==> config.mk <==
export PLATFORM = sky130hd
export DESIGN_NAME = prog_timer
export DESIGN_NICKNAME = d
export VERILOG_FILES = /design/src/rtl/prog_timer.sv
export SDC_FILE = /design/constraint.sdc
export NUM_CORES = 1
export LEC_CHECK = 0
export ABC_AREA = 0
export CAP_MARGIN = 20
export CELL_PAD_IN_SITES_DETAIL_PLACEMENT = 1
export CELL_PAD_IN_SITES_GLOBAL_PLACEMENT = 2
export CORE_UTILIZATION = 31
export CTS_CLUSTER_DIAMETER = 40
export DETAILED_ROUTE_END_ITERATION = 10
export PLACE_DENSITY = 0.82
export SYNTH_ARGS = -nofsm -noshare
export SYNTH_HDL_FRONTEND = slang
export SYNTH_SLANG_ARGS = --single-unit
==> constraint.sdc <==
create_clock -name i_clock -period 2.4 [get_ports i_clock]
set_input_delay 0.72 -clock i_clock [delete_from_list [all_inputs] [get_ports i_clock]]
set_output_delay 0.72 -clock i_clock [all_outputs]
set_load 0.01 [all_outputs]
==> src/rtl/prog_timer.sv <==
// ============================================================================
// Module  : prog_timer
// Purpose : Programmable tick timer with prescaler, one-shot/auto-reload,
//           pause, abort and restart.
// Rev     : 1.0  initial release
// ============================================================================
`default_nettype none

module prog_timer #(
    parameter int pCOUNT_BITS    = 8,
    parameter int pPRESCALE_BITS = 4
) (
    input  logic                      i_clock,
    input  logic                      i_rst,
    input  logic                      i_start,
    input  logic                      i_abort,
    input  logic                      i_pause,
    input  logic                      i_auto_reload,
    input  logic [pCOUNT_BITS-1:0]    i_ticks,
    input  logic [pPRESCALE_BITS-1:0] i_prescale,
    output logic                      o_busy,
    output logic                      o_paused,
    output logic                      o_done,
    output logic                      o_expired,
    output logic [pCOUNT_BITS-1:0]    o_remaining
);

    typedef enum logic [1:0] {
        ST_IDLE    = 2'd0,
        ST_RUN     = 2'd1,
        ST_PAUSE   = 2'd2,
        ST_EXPIRED = 2'd3
    } state_t;

    localparam logic [pCOUNT_BITS-1:0]    c_REM_ONE = pCOUNT_BITS'(1);
    localparam logic [pPRESCALE_BITS-1:0] c_PSC_ONE = pPRESCALE_BITS'(1);

    state_t                    state_q,     state_d;
    logic [pCOUNT_BITS-1:0]    remaining_q, remaining_d;
    logic [pCOUNT_BITS-1:0]    ticks_q,     ticks_d;
    logic [pPRESCALE_BITS-1:0] prescale_q,  prescale_d;
    logic [pPRESCALE_BITS-1:0] psc_cnt_q,   psc_cnt_d;
    logic                      auto_q,      auto_d;
    logic                      done_q,      done_d;

    logic w_active;
    logic w_tick;

    assign w_active = (state_q == ST_RUN) || (state_q == ST_PAUSE);
    assign w_tick   = (psc_cnt_q == prescale_q);

    always_ff @(posedge i_clock) begin
        if (i_rst) begin
            state_q     <= ST_IDLE;
            remaining_q <= '0;
            ticks_q     <= '0;
            prescale_q  <= '0;
            psc_cnt_q   <= '0;
            auto_q      <= 1'b0;
            done_q      <= 1'b0;
        end else begin
            state_q     <= state_d;
            remaining_q <= remaining_d;
            ticks_q     <= ticks_d;
            prescale_q  <= prescale_d;
            psc_cnt_q   <= psc_cnt_d;
            auto_q      <= auto_d;
            done_q      <= done_d;
        end
    end

    always_comb begin
        state_d     = state_q;
        remaining_d = remaining_q;
        ticks_d     = ticks_q;
        prescale_d  = prescale_q;
        psc_cnt_d   = psc_cnt_q;
        auto_d      = auto_q;
        done_d      = 1'b0;

        if (i_abort) begin
            state_d     = ST_IDLE;
            remaining_d = '0;
            psc_cnt_d   = '0;
        end else if (i_start) begin
            ticks_d     = i_ticks;
            prescale_d  = i_prescale;
            auto_d      = i_auto_reload;
            remaining_d = i_ticks;
            psc_cnt_d   = '0;
            // A zero-length request expires immediately in either mode.
            if (i_ticks == '0) begin
                state_d = ST_EXPIRED;
                done_d  = 1'b1;
            end else begin
                state_d = ST_RUN;
            end
        end else if (w_active && i_pause) begin
            state_d = ST_PAUSE;
        end else if (w_active) begin
            // Leaving PAUSE counts on the same edge so latency grows by exactly
            // the number of paused cycles.
            state_d = ST_RUN;
            if (w_tick) begin
                psc_cnt_d = '0;
                if (remaining_q == c_REM_ONE) begin
                    done_d = 1'b1;
                    if (auto_q) begin
                        remaining_d = ticks_q;
                    end else begin
                        remaining_d = '0;
                        state_d     = ST_EXPIRED;
                    end
                end else begin
                    remaining_d = remaining_q - c_REM_ONE;
                end
            end else begin
                psc_cnt_d = psc_cnt_q + c_PSC_ONE;
            end
        end
    end

    assign o_busy      = w_active;
    assign o_paused    = (state_q == ST_PAUSE);
    assign o_expired   = (state_q == ST_EXPIRED);
    assign o_done      = done_q;
    assign o_remaining = remaining_q;

endmodule

`default_nettype wire
==> results of run 1 <==
placed cells by master (no fill, tap or decap), types with 2 or more instances in the layout:
master           Yosys  routed
buf_4                0       7
xnor2_1              6       6
o21ai_1              2       2
o31ai_1              3       3
xor2_1               2       2
mux2i_1              3       3
nand2_1             37      37
nor4_1               2       2
nand4_1              2       2
nor2_1              13      13
dfxtp_1             28      28
a22o_1               2       2
clkbuf_8             0       3
nand3_1              7       7
nor3_1               3       3
inv_1                7       7
ha_1                 5       4
o41ai_1              2       2
a21oi_1             24      24
or3_1                2       2
a311oi_1             2       2
clkdlybuf4s50_1      0      29
o21ai_0              4       4
a31oi_1              4       4
registers in the layout, indices dropped and copies added, names as in the netlist:
register / flops
o_done: 1
auto_q: 1
o_remaining: 8
psc_cnt_q: 4
ticks_q: 8
state_q: 2
prescale_q: 4
through the flow:
| stage | area, um^2 | std cells | total power, mW |
|---|---|---|---|
| 2_1_floorplan | 1450 | 183 | 0.614 |
| 3_3_place_gp | 1820 | 262 | 0.701 |
| 3_5_place_dp | 1820 | 262 | 0.707 |
| 4_1_cts | 1870 | 265 | 0.966 |
| 5_1_grt | 1870 | 265 | 1.01 |
| 6_report | 1870 | 265 | 0.956 |
report_power, final:
group | total, mW | internal (mW) | switching [mW]
registers | 0.503 | 0.482 | 0.0205
logic | 0.195 | 0.0953 | 0.0996
clock network | 0.259 | 0.113 | 0.146
total | 0.956 | 0.690 | 0.266
per-layer routing:
metal / vias up / part of all wire
li1: 707 / -
met1: 696 / 0.48
met2: 37 / 0.47
met3: 4 / 0.045
met4: 0 / 0.0079
met5: - / 0
worst register-to-register path, delay by kind of cell, from the launching register on:
family,cells,cell delay (ns)
compound gates,2,0.35
simple gates,3,0.90
flops,1,0.41
fa+ha+maj,1,0.23
final cells by class:
class,instances,area (um^2),area share
inverter,7,26.3,0.0140
sequential,28,561,0.300
tap,52,65.1,0.0348
clock buffer,3,41.3,0.0221
timing repair buffer,36,343,0.183
multi-input combinational,139,835,0.446
logic make-up after synthesis:
kind of cell,after synthesis,synth area share
flops,28,0.388
xor+xnor,8,0.0484
fa+ha+maj,5,0.0433
buf+inv,16,0.0441
compound gates,49,0.208
mux,4,0.0285
simple gates,73,0.240
how the worst min path moves through the flow:
| stage | from | to | slack (ns) | cells after the start |
|---|---|---|---|---|
| 4_1_cts | ticks_q[0] | ticks_q[0] | 0.47 | 2 |
| 2_1_floorplan | ticks_q[7] | ticks_q[7] | 0.43 | 2 |
| 6_report | ticks_q[0] | ticks_q[0] | 0.46 | 2 |
| 5_1_grt | ticks_q[0] | ticks_q[0] | 0.48 | 2 |
| 3_3_place_gp | ticks_q[5] | ticks_q[5] | 0.45 | 2 |
| 3_5_place_dp | ticks_q[0] | ticks_q[0] | 0.45 | 2 |
==> results.ini, run 1 <==
[run_status]
status=completed

[floorplan]
start_util=0.328
io_pins=30
die_height_um=70.3
die_x_um=70.3
num_rows=24
die_area_um2=4940
core_um2=4410

[worst_setup_path]
startpoint=state_q[0]
slowest_delay_ns=0.54
critPathSlowestCell=clkdlybuf4s50_1
r2r_slack_ns=0.40
worstReg2RegStart=o_remaining[0]
arrival_ns=1.60
r2r_cells=6
required_ns=1.68
crit_buf_inv=3
path_delay_family=buffers and inverters
crit_path_frequent_cell=inv_1
crit_cells=4
crit_end=o_busy
worstSetupPathType=register to output port
crit_path_end_kind=output port
critPathLaunchType=register
r2r-end=o_remaining[1]
crit_chain=inv_1 > ha_4 > inv_1 > clkdlybuf4s50_1
crit_fanout=6

[final_layout]
utilization=0.424
diodes=0
area_growth_pct=29.3
finalNetCount=238
drive_above_1_share=0.0751
num-fill-cells=533

[synth]
yosysTopAreaCell=dfxtp_1
ys.flop_type=dfxtp_1
post-synth-top-count-cell=nand2_1
yosysWarnings=0
syn-cell-area_um2=1450
ys_types=37
yosysSeqAreaShare=0.388
synth_common_cells=37 x nand2_1, 28 x dfxtp_1, 24 x a21oi_1
synth_edf_count=0
avgSynthCellArea_um2=7.90
synth_top_area_frac=0.388
synth.area.top_cells=dfxtp_1 39%, nand2_1 9.6%, a21oi_1 8.3%
synthArstFlopShare=0
synth_cells=183
synth-seq-cells=28
syn_nets=206

[timing]
rsz0062_at_grt=no
setup_viol=0
hold_slack_ns=0.461
fin_crit_sh=0.968
hold_viol_final=0
tightest_slew_ns=0.485
setup_slack_ns=0.0780
relSlewSlack=0.675
min_period_ns=2.32
final.setup.tns_ns=0
fmax_ghz=0.431
finClkSkew_ns=0.00882
drv_slew=0

[detailed_routing]
drtAntennaViolNets=0
first_pass_iters=4
routedWlPerCell_um=16.2
vias_per_cell=5.45
routed_wl_mm=4.29
vias=1444
first_iter_violations=76
drc=0

[worst_hold_path]
hold_class=register to register

[placement]
gp_congestion=0.802
place_hpwl_mm=3.30
pre_cts_slack_ns=0.157
port_buffers=29

[global_routing]
grt_max_degree=20
antenna_found_initial=0
grt-ovfl-total=0
grt_pass1_wl_mm=7.41
busiest_layer=met2
grt_util_met3=0.0231
gr-usage-met2=0.309
grt_use_met1=0.262
grt_pass1_vias=1463
grt_use_total=0.188

[clock_tree]
cts_tree=done
root_buffer=clkbuf_8
cts_buffer_depth=2
cts_hold_buf=0
cts.repair.resized=1
clk_latency_ns=0.28
post_cts_buffers=0
clk_pin_slew_worst_paths_ns=0.10
htree_levels=1
cts_sinks=28
cts_made_buffers=3

[power]
cellLeakagePower_nw=0.665
ir_worst_vdd_mv=0.177
power_density_nw_per_um2=511

[job]
maxCapViolCount=0

Note: power is estimated with default switching activity, not from simulation.
==> run 2, diff against run 1 <==
Settings changed: CORE_UTILIZATION 31 to 26, PLACE_DENSITY 0.82 to 0.74.
Clock period 2.4 ns to 2.1 ns, I/O delays scaled along.
==> run 2 against run 1 <==
  * Flip-flop and latch count stayed put
  * First-iteration DRC count is 20% higher
  * Largest cell class unchanged
  * Sequential power is 14% higher
  * Largest power group unchanged
  * Critical path type unchanged
  * Global-route usage is 3.5 points lower
  * Critical path depth is 3 lower
==> results.ini, run 2 (same netlist as run 1, synthesis figures left out) <==
[run_status]
status=completed

[detailed_routing]
vias_per_cell=4.97  ; -8.7%
drc=0  ; unchanged
routed_wl_mm=4.30  ; +0.37%
first_pass_iters=4  ; unchanged
routedWlPerCell_um=14.8  ; -8.3%
vias=1442  ; -0.14%
drtAntennaViolNets=0  ; unchanged
first_iter_violations=91  ; +20%

[placement]
gp_congestion=0.782  ; -2.5%
place_hpwl_mm=3.31  ; +0.51%
port_buffers=29  ; unchanged

[clock_tree]
htree_levels=1  ; unchanged
clk_pin_slew_worst_paths_ns=0.10  ; about the same
cts_buffer_depth=2  ; unchanged
cts_sinks=28  ; unchanged
clk_latency_ns=0.28  ; about the same
root_buffer=clkbuf_8
cts_hold_buf=0  ; unchanged
cts_tree=done
cts_made_buffers=3  ; unchanged

[timing]
finClkSkew_ns=0.00332  ; -0.00549 ns
drv_slew=0  ; unchanged
min_period_ns=2.03
fin_crit_sh=0.969
fmax_ghz=0.492
tightest_slew_ns=0.476  ; -0.00901 ns
relSlewSlack=0.683  ; +0.00737
setup_viol=0  ; unchanged
final.setup.tns_ns=0  ; unchanged
hold_viol_final=0  ; unchanged
rsz0062_at_grt=no

[final_layout]
diodes=0  ; unchanged
utilization=0.372  ; -0.0513
area_growth_pct=34.9
layout_common_cells=37 x nand2_1, 28 x dfxtp_1, 28 x clkdlybuf4s50_1, 24 x a21oi_1, 13 x nor2_1
finalNetCount=244  ; +2.5%
drive_above_1_share=0.100  ; +0.0249
layout_commonest_cell=nand2_1
num-fill-cells=640  ; +20%

[power]
comb_power_share=0.198  ; -0.006
power_density_nw_per_um2=590  ; +15%
ir_worst_vdd_mv=0.237  ; +34%
switching_power_mw=0.317  ; +19%
total_power_mw=1.15  ; +20%
p_int_mw=0.834  ; +21%
sw_frac_of_total=0.276  ; -0.00259
pwr-share-clk=0.303  ; +0.032
p_seq_frac=0.499  ; -0.027
cellLeakagePower_nw=0.708  ; +6.6%

[worst_setup_path]
crit_chain=clkdlybuf4s50_1
required_ns=1.47  ; -0.21 ns
critPathLaunchType=register
crit_buf_inv=1  ; -2
slowest_delay_ns=0.60  ; +0.06 ns
crit_fanout=7  ; +1
path_delay_family=buffers and inverters
critPathSlowestCell=clkdlybuf4s50_1
arrival_ns=1.40  ; -0.20 ns
worstSetupPathType=register to output port
crit_path_end_kind=output port

[global_routing]
antenna_found_initial=0  ; unchanged
grt_pass1_wl_mm=7.19  ; -3.0%
grt_use_total=0.153  ; -0.0347
grt_pass1_vias=1407  ; -3.8%
grt-ovfl-total=0  ; unchanged
grt_max_degree=19  ; -5.0%

[floorplan]
start_util=0.276  ; -0.0515
die_area_um2=5870  ; +19%
io_pins=30  ; unchanged
core_um2=5240  ; +19%
num_rows=26  ; +8.3%
die_height_um=76.6  ; +8.9%
die_x_um=76.6  ; +8.9%

[job]
maxCapViolCount=0  ; unchanged

[worst_hold_path]
hold_class=register to register

[run 2: cell count changes in the layout (fill, tap and decap cells not counted), sizes merged]
| cell | change |
|---|---|
| clkdlybuf4s50 | -1 |
| clkbuf | +1 |
| buf | +6 |
| dlygate4sd2 | +1 |
[run 2: power groups by stage]
stage	Clock, mW	Combinational [mW]	Sequential [mW]
final	0.350	0.228	0.575
after floorplan	0	0.120	0.581
after global placement	0	0.227	0.585
after global routing	0.378	0.251	0.578
after CTS	0.355	0.229	0.574
after detailed placement	0	0.229	0.587
[run 2: worst paths after layout]
check | from | slack (ns) | end | depth (start not counted)
min | ticks_q[0] | 0.47 | ticks_q[0] | 2
max | o_remaining[2] | 0.07 | o_remaining[2] | 1
max reg2reg | o_remaining[0] | 0.18 | o_remaining[3] | 6
min reg2reg | ticks_q[0] | 0.47 | ticks_q[0] | 2
[run 2: timing repair]
item,CTS,global route
resized for setup,1,0
setup buffers,0,1
setup endpoints to repair,1,3
[run 2: cell type report]
cell class / count / area, um^2 / share of cell area
timing repair buffer: 42 / 399 / 0.205
sequential: 28 / 561 / 0.287
clock buffer: 4 / 55.1 / 0.0282
tap: 70 / 87.6 / 0.0449
multi-input combinational: 139 / 822 / 0.421
inverter: 7 / 26.3 / 0.0135
[run 2: metal layers]
| layer | wire (um) | global-route usage |
|---|---|---|
| met2 | 1900 | 0.232 |
| met4 | 43 | 0.0538 |
| met1 | 2210 | 0.223 |
| met3 | 153 | 0.0156 |
| met5 | 0 | 0 |
[run 2: per-stage QoR]
step	hold slack, ns	setup WS [ns]	cells	cell area (um^2)
finish	0.467	0.0654	290	1950
CTS	0.470	0.0534	289	1940
floorplan	0.431	0.406	183	1450
detailed placement	0.456	0.0101	285	1890
global route	0.487	0.0108	290	1950
global placement	0.446	0.0480	285	1890
[run 2: worst min-delay path: cells and delay by family, from the launching register on]
family | cells | cell delay, ns
AND/OR/NAND/NOR | 1 | 0.05
flip-flops | 1 | 0.32
AO/OA/AOI/OAI | 1 | 0.05
